## src/rtl/branch_sequencer_if.sv

```systemverilog
// Handshake and status bundle between the instruction front end and branch_sequencer.
// The master drives instructions, ALU flags and stall. The slave (the sequencer) drives pc and status.
interface branch_sequencer_if;
  logic        instr_valid;
  logic [5:0]  opcode;
  logic [31:0] target;
  logic        alu_busy;
  logic        flags_valid;
  logic        sign;
  logic        carry;
  logic        zero;
  logic        stall;
  logic [31:0] pc;
  logic        accept;
  logic        flush;
  logic        taken;
  logic        halted;
  logic [15:0] taken_cnt;
  logic [15:0] nottaken_cnt;

  modport master (
    output instr_valid, opcode, target, alu_busy, flags_valid, sign, carry, zero, stall,
    input  pc, accept, flush, taken, halted, taken_cnt, nottaken_cnt
  );

  modport slave (
    input  instr_valid, opcode, target, alu_busy, flags_valid, sign, carry, zero, stall,
    output pc, accept, flush, taken, halted, taken_cnt, nottaken_cnt
  );
endinterface

```

## src/rtl/branch_sequencer.sv

```systemverilog
// Branch sequencer: PC update, conditional branch resolution on ALU flags, redirect and halt.
// Defining BRANCH_SEQ_STATS_EN enables saturating taken / not-taken counters.
module branch_sequencer (
  input  logic              clk,
  input  logic              rst_n,
  branch_sequencer_if.slave bus
);

  typedef enum logic [1:0] {StRun, StWaitFlag, StRedirect, StHalt} state_e;

  localparam logic [5:0] OpBr   = 6'b001100;
  localparam logic [5:0] OpBz   = 6'b001111;
  localparam logic [5:0] OpBmi  = 6'b001101;
  localparam logic [5:0] OpBpl  = 6'b001010;
  localparam logic [5:0] OpHalt = 6'b111111;

  state_e      state_q;
  logic [31:0] pc_q;
  logic [31:0] target_q;
  logic [5:0]  op_q;
  logic [2:0]  flags_q;  // {s, c, z}
  logic        flush_q;
  logic        taken_q;

  logic [2:0]  eval_flags;
  logic [5:0]  eval_op;
  logic        eval_hit;

  function automatic logic is_cond(input logic [5:0] op);
    return (op == OpBz) || (op == OpBmi) || (op == OpBpl);
  endfunction

  function automatic logic cond_true(input logic [5:0] op, input logic [2:0] f);
    logic s, c, z;
    {s, c, z} = f;
    case (op)
      OpBz:    return !s && z;
      OpBmi:   return s && c;
      OpBpl:   return !s && !c;
      default: return 1'b0;
    endcase
  endfunction

  // Flags arriving in the evaluating cycle bypass the flag register.
  always_comb begin
    eval_flags = bus.flags_valid ? {bus.sign, bus.carry, bus.zero} : flags_q;
    eval_op    = (state_q == StWaitFlag) ? op_q : bus.opcode;
    eval_hit   = cond_true(eval_op, eval_flags);
  end

  always_ff @(posedge clk) begin
    if (!rst_n) begin
      state_q  <= StRun;
      pc_q     <= 32'h0;
      target_q <= 32'h0;
      op_q     <= 6'h0;
      flags_q  <= 3'b000;
      flush_q  <= 1'b0;
      taken_q  <= 1'b0;
    end else begin
      if (bus.flags_valid) flags_q <= {bus.sign, bus.carry, bus.zero};
      flush_q <= 1'b0;
      taken_q <= 1'b0;
      if (!bus.stall) begin
        unique case (state_q)
          StRun: begin
            if (bus.instr_valid) begin
              if (bus.opcode == OpBr) begin
                target_q <= bus.target;
                state_q  <= StRedirect;
              end else if (bus.opcode == OpHalt) begin
                state_q <= StHalt;
              end else if (is_cond(bus.opcode)) begin
                if (bus.alu_busy) begin
                  op_q     <= bus.opcode;
                  target_q <= bus.target;
                  state_q  <= StWaitFlag;
                end else if (eval_hit) begin
                  target_q <= bus.target;
                  state_q  <= StRedirect;
                end else begin
                  pc_q <= pc_q + 32'd4;
                end
              end else begin
                pc_q <= pc_q + 32'd4;
              end
            end
          end
          StWaitFlag: begin
            if (!bus.alu_busy) begin
              if (eval_hit) begin
                state_q <= StRedirect;
              end else begin
                pc_q    <= pc_q + 32'd4;
                state_q <= StRun;
              end
            end
          end
          StRedirect: begin
            pc_q    <= target_q;
            flush_q <= 1'b1;
            taken_q <= 1'b1;
            state_q <= StRun;
          end
          StHalt: state_q <= StHalt;
          default: state_q <= StRun;
        endcase
      end
    end
  end

  assign bus.pc     = pc_q;
  assign bus.accept = rst_n && !bus.stall && bus.instr_valid && (state_q == StRun);
  assign bus.flush  = flush_q;
  assign bus.taken  = taken_q;
  assign bus.halted = (state_q == StHalt);

`ifdef BRANCH_SEQ_STATS_EN
  logic [15:0] taken_cnt_q;
  logic [15:0] nottaken_cnt_q;
  logic        taken_evt;
  logic        nottaken_evt;

  // A branch counts as taken when its redirect actually commits.
  always_comb begin
    taken_evt    = !bus.stall && (state_q == StRedirect);
    nottaken_evt = !bus.stall && !bus.alu_busy && !eval_hit &&
                   ((state_q == StWaitFlag) ||
                    ((state_q == StRun) && bus.instr_valid && is_cond(bus.opcode)));
  end

  always_ff @(posedge clk) begin
    if (!rst_n) begin
      taken_cnt_q    <= 16'h0;
      nottaken_cnt_q <= 16'h0;
    end else begin
      if (taken_evt && (taken_cnt_q != 16'hFFFF)) taken_cnt_q <= taken_cnt_q + 16'd1;
      if (nottaken_evt && (nottaken_cnt_q != 16'hFFFF)) begin
        nottaken_cnt_q <= nottaken_cnt_q + 16'd1;
      end
    end
  end

  assign bus.taken_cnt    = taken_cnt_q;
  assign bus.nottaken_cnt = nottaken_cnt_q;
`else
  assign bus.taken_cnt    = 16'h0;
  assign bus.nottaken_cnt = 16'h0;
`endif

endmodule

```

## src/flat_wrapper.sv

```systemverilog
// flat-port wrapper written by rule: the top's interface ports become plain ports
module branch_sequencer_flat 
  (clk, rst_n, bus_instr_valid, bus_opcode, bus_target, bus_alu_busy, bus_flags_valid, bus_sign, bus_carry, bus_zero, bus_stall, bus_pc, bus_accept, bus_flush, bus_taken, bus_halted, bus_taken_cnt, bus_nottaken_cnt);
  branch_sequencer_if bus_i ();
  input  logic clk;
  input  logic rst_n;
  input wire logic [$bits(bus_i.instr_valid)-1:0] bus_instr_valid;
  input wire logic [$bits(bus_i.opcode)-1:0] bus_opcode;
  input wire logic [$bits(bus_i.target)-1:0] bus_target;
  input wire logic [$bits(bus_i.alu_busy)-1:0] bus_alu_busy;
  input wire logic [$bits(bus_i.flags_valid)-1:0] bus_flags_valid;
  input wire logic [$bits(bus_i.sign)-1:0] bus_sign;
  input wire logic [$bits(bus_i.carry)-1:0] bus_carry;
  input wire logic [$bits(bus_i.zero)-1:0] bus_zero;
  input wire logic [$bits(bus_i.stall)-1:0] bus_stall;
  output wire logic [$bits(bus_i.pc)-1:0] bus_pc;
  output wire logic [$bits(bus_i.accept)-1:0] bus_accept;
  output wire logic [$bits(bus_i.flush)-1:0] bus_flush;
  output wire logic [$bits(bus_i.taken)-1:0] bus_taken;
  output wire logic [$bits(bus_i.halted)-1:0] bus_halted;
  output wire logic [$bits(bus_i.taken_cnt)-1:0] bus_taken_cnt;
  output wire logic [$bits(bus_i.nottaken_cnt)-1:0] bus_nottaken_cnt;
  assign bus_i.instr_valid = bus_instr_valid;
  assign bus_i.opcode = bus_opcode;
  assign bus_i.target = bus_target;
  assign bus_i.alu_busy = bus_alu_busy;
  assign bus_i.flags_valid = bus_flags_valid;
  assign bus_i.sign = bus_sign;
  assign bus_i.carry = bus_carry;
  assign bus_i.zero = bus_zero;
  assign bus_i.stall = bus_stall;
  assign bus_pc = bus_i.pc;
  assign bus_accept = bus_i.accept;
  assign bus_flush = bus_i.flush;
  assign bus_taken = bus_i.taken;
  assign bus_halted = bus_i.halted;
  assign bus_taken_cnt = bus_i.taken_cnt;
  assign bus_nottaken_cnt = bus_i.nottaken_cnt;
  branch_sequencer u_core (.clk(clk), .rst_n(rst_n), .bus(bus_i));
endmodule
```

## config.mk

```make
export PLATFORM = sky130hd
export DESIGN_NAME = branch_sequencer_flat
export DESIGN_NICKNAME = d
export VERILOG_FILES = /design/src/rtl/branch_sequencer_if.sv /design/src/rtl/branch_sequencer.sv /design/src/flat_wrapper.sv
export SDC_FILE = /design/constraint.sdc
export NUM_CORES = 1
export LEC_CHECK = 0
export ABC_AREA = 1
export BUFFER_PORTS_ARGS = -buffer_cell sky130_fd_sc_hd__buf_2
export CAP_MARGIN = 25
export CORE_MARGIN = 2
export CORE_UTILIZATION = 28
export DETAILED_ROUTE_END_ITERATION = 16
export GPL_ROUTABILITY_DRIVEN = 1
export PLACE_DENSITY = 0.58
export SLEW_MARGIN = 20
export SYNTH_ARGS = -nofsm -noshare
export SYNTH_HDL_FRONTEND = slang
export SYNTH_SLANG_ARGS = --single-unit
```

## constraint.sdc

```tcl
create_clock -name clk -period 6.4 [get_ports clk]
set_clock_uncertainty 0.2 [all_clocks]
set_input_delay 0.96 -clock clk [delete_from_list [all_inputs] [get_ports clk]]
set_output_delay 0.96 -clock clk [all_outputs]
set_load 0.1 [all_outputs]
```

==> Word level (Yosys, flattened, before mapping) <==
Index checks and enable logic that the tools add are counted.
W data, S select, Z words.
{ "word_totals": {"word_cells": 74, "out_inout_bits": 68, "regBits": 76, "mem_count": 0, "latchBits": 0, "ramBits": 0, "input_bits": 47, "rom_bits": 0} }
{ "classes": {"mul": 0, "eq_ne": 18, "n_bitwise": 4, "shifts": 0, "reduce_logical": 20, "magnitude_cmp": 0, "add_sub_neg": 1, "n_mux": 25, "div": 0} }
{ "op_table": {"columns": ["cell", "count"], "rows": [
  ["$mux W32", 11],
  ["$pmux W32 S3", 1],
  ["$eq A6 B4 Y1 const B", 7],
  ["$add A32 B3 Y32 const B", 1],
  ["$mux W2", 8],
  ["$reduce_and A5 Y1", 2],
  ["$ne A2 B2 Y1 const B", 4],
  ["$pmux W2 S4", 1],
  ["$reduce_and A7 Y1", 1],
  ["$eq A6 B6 Y1 const B", 1],
  ["$logic_and A1 B1 Y1", 6],
  ["$mux W6", 1],
  ["$reduce_and A6 Y1", 1],
  ["$reduce_bool A3 Y1", 2],
  ["$ne A5 B2 Y1 const B", 1],
  ["$eq A2 B2 Y1 const B", 2],
  ["$ne A4 B1 Y1 const B", 1],
  ["$not A1 Y1", 4],
  ["$logic_not A1 Y1", 3],
  ["$mux W3", 1],
  ["$pmux W1 S3", 1],
  ["$eq A2 B1 Y1 const B", 1],
  ["$logic_not A2 Y1", 1],
  ["$logic_or A1 B1 Y1", 2],
  ["4 further kinds", 4]
]} }

==> Depth between registers and ports, before layout <==
{ "depth": {"depth_word": 11, "ltp_mapped": 19, "ltp_nobuf": 18} }

==> Worst setup path before layout <==
Ideal clock, no wire load.
{ "synth_timing": {"path_kind": "in2out", "startpoint": "input bus_stall", "endpoint": "output bus_accept", "n_path_buf": 0, "stages": 1, "slack_ps": 1333, "arrival_time_ps": 3907, "required_ps": 5240, "cell_sequence": "nor4_1"} }
{ "synth_via": {"elab_chain_cells": 4} }
{ "synth_lines": {"columns": ["element", "line", "source"], "rows": [
  ["start, declared", "flat_wrapper.sv:15", "input wire logic [$bits(bus_i.stall)-1:0] bus_stall;"],
  ["$logic_not A1 Y1", null, null],
  ["$logic_and A1 B1 Y1 (3 in series)", "branch_sequencer.sv:113", "assign bus.accept = rst_n && !bus.stall && bus.instr_valid && (state_q == StRun);"],
  ["end, declared", "flat_wrapper.sv:17", "output wire logic [$bits(bus_i.accept)-1:0] bus_accept;"]
]} }
No other way between the ends.

==> Final worst setup path <==
{ "layout_timing": {"startpoint": "input rst_n", "endpoint": "output bus_accept"} }
{ "layout_via": {"elab_chain_cells": 3} }
{ "layout_lines": {"columns": ["element", "line", "source"], "rows": [
  ["start, declared", "flat_wrapper.sv:6", "input logic rst_n;"],
  ["$logic_and A1 B1 Y1 (3 in series)", "branch_sequencer.sv:113", null]
]} }
No other way between the ends.

==> metrics.yaml <==
status:
  status: "finished, final reports clean"
place:
  dp.final_hpwl_um: 12400
  gp_congestion: 0.844
  port-buffer-count: 82
  place_inst: 1214
routing:
  wl_per_cell_um: 14.3
  vias: 5823
  drt-pass1-iter-count: 6
  ant_nets: 0
  drt_wl_total_um: 17600
  initialDrtViolationCount: 490
  via_per_inst: 4.73
  drc: 0
floorplan:
  core-area_mm2: 0.0188
  die_h_um: 143
  die_w_um: 143
  io-pin-count: 115
  dieArea_mm2: 0.0204
  initial_core_util_pct: 28.7
  rows: 50
synthesis:
  yosys_warnings: 0
  synthTopCellsByArea: "dfxtp_1, nand2_1, a21oi_1, nand3_1, inv_1"
  syn_area_mm2: 0.00541
  synthFlopType: "dfxtp_1"
  seq_area_frac_synth_pct: 28.1
  synthTopCellsByCount: "nand2_1, a21oi_1, nand3_1"
  ys_async_sr_fraction_pct: 0
  synth.most_common_cell: "nand2_1"
  synth_cell_types: 37
  syn_inst: 911
  yosys.area.top_type: "dfxtp_1"
  synth.top_cell.area_share_pct: 28.1
  avgSynthCellArea_um2: 5.94
  synth_seq_cells: 76
  synth_edf_count: 0
critical_path:
  crit_fanout: 45
  worstSetupStartpointType: "input pin"
  crit_arrival_ps: 2840
  worstPathRequired_ps: 5240
  crit_start: "rst_n"
  cp-end-kind: "primary output"
  r2r_cells: 15
  reg2reg_from: "u_core.state_q[1]"
  r2r_slack_ps: 2740
  reg2reg_to: "u_core.target_q[0]"
  critPathKind: "input pin to primary output"
clock_tree:
  clockRootBuffer: "clkbuf_16"
  clkTransAtPathRegs_ps: 60
  ctsHtreeMaxLevel: 3
  cts_setup_buffers: 0
  cts_hold_buf: 0
  clk_latency_ps: 340
  cts_buffers: 9
  cts_buffer_depth: 2
  ctsResizeCount: 0
  cts_tree: "yes"
  cts_sinks: 76
pwr:
  cellPowerDensity_mw_per_mm2: 204
  ir_worst_vdd_mv: 0.138
  p_leak_nw: 2.75
grt:
  grt_max_degree: 55
  grtUsageTotal_pct: 17.3
  grt_pass1_wl_um: 27700
  overflow: 0
  antenna_found_initial: 0
  grt_pass1_vias: 5093
timing:
  rsz0062_at_grt: "false"
  setup_violations: 0
  hold_viol: 0
  drv_slew: 0
  timing.slew.headroom_pct: 31.0
  finalSetupTns_ps: 0
  period_share_pct: 62.5
  tightest_slew_ps: 1030
  period_minus_slack_ps: 4000
  fmax_mhz: 250
worst_hold_path:
  hp-start: "u_core.target_q[7]"
  min_to: "u_core.target_q[7]"
  hold_class: "register to register"
  whs_path_depth: 2
final_layout:
  drive_gt1_share_pct: 12.6
  layoutNonFillerInstCount: 1230
  area_delta_synth_final_pct: 13.0
  n_fill_cell: 2144
  num_antenna_cells: 0
  final_nets: 1019
job:
  max-cap-violations: 0
## layout by cell type, fill, tap and decap left out, types with 10 or more instances in the layout
cell,n
a21oi_1,95
buf_2,82
conb_1,32
dfxtp_1,76
inv_1,83
nand2_1,299
nand3_1,93
nand4_1,10
nor2_1,72
o21ai_0,40
o21ai_1,13
## per-stage QoR
step | hold WS [ps] | utilization (%) | worst slack (ps) | power (mW) | cell area, µm²
after global routing | 267 | 32.5 | 2260 | 1.31 | 6110
after detailed placement | 242 | 31.0 | 2400 | 0.782 | 5840
after CTS | 251 | 32.5 | 2410 | 1.26 | 6110
after global placement | 236 | 31.0 | 2380 | 0.781 | 5840
final | 248 | 32.5 | 2400 | 1.25 | 6110
after floorplan | 223 | - | 1330 | 0.744 | 5530
## metal layers
layer / share of wire (%) / GRT usage [%]
met4: 1.7 / 6.04
met5: 0 / 0
met2: 42 / 25.2
met1: 49 / 25.8
met3: 6.8 / 2.52
## worst max-delay path by stage
stage | end | slack, ps | cells past startpoint
6_report | bus_accept | 2400 | 4
5_1_grt | bus_accept | 2260 | 4
4_1_cts | bus_accept | 2410 | 4
3_5_place_dp | bus_accept | 2400 | 4
3_3_place_gp | bus_accept | 2380 | 4
2_1_floorplan | bus_accept | 1330 | 1
## power by group
group / total [mW] / internal (mW) / switching [mW]
clock: 0.476 / 0.264 / 0.212
sequential: 0.490 / 0.480 / 0.00936
combinational: 0.284 / 0.0528 / 0.231
## area by class of cell
class / instances / area (µm²) / area share [%]
sequential: 76 / 1520 / 24.9
multi-input combinational: 702 / 3210 / 52.5
clock inverter: 5 / 37.5 / 0.614
inverter: 88 / 330 / 5.40
clock buffer: 11 / 233 / 3.81
tap: 260 / 325 / 5.32
timing repair buffer: 88 / 455 / 7.45
## registers in the layout, summed over array words and instances (netlist names)
signal	flops
u_core.bus.flush	1
u_core.target_q	32
u_core.state_q	2
u_core.flags_q	3
u_core.bus.pc	32
u_core.op_q	6
## worst max-delay path, stage by stage
cell and delay, ps:
buf_2 580, inv_2 530, nor4_1 290, buf_2 470
## cells by family (layout without fill, tap and decap cells)
group / after synthesis / count (layout) / synth area share [%]
flip-flops: 76 / 76 / 28.1
AO/OA/AOI/OAI: 158 / 158 / 15.1
adder cells (fa/ha/maj): 7 / 7 / 1.62
XOR/XNOR: 3 / 3 / 0.486
buffers and inverters: 164 / 192 / 14.8
AND/OR/NAND/NOR: 502 / 502 / 39.8
other: 1 / 32 / 0.0693
Power figures use the tool's default switching activity.
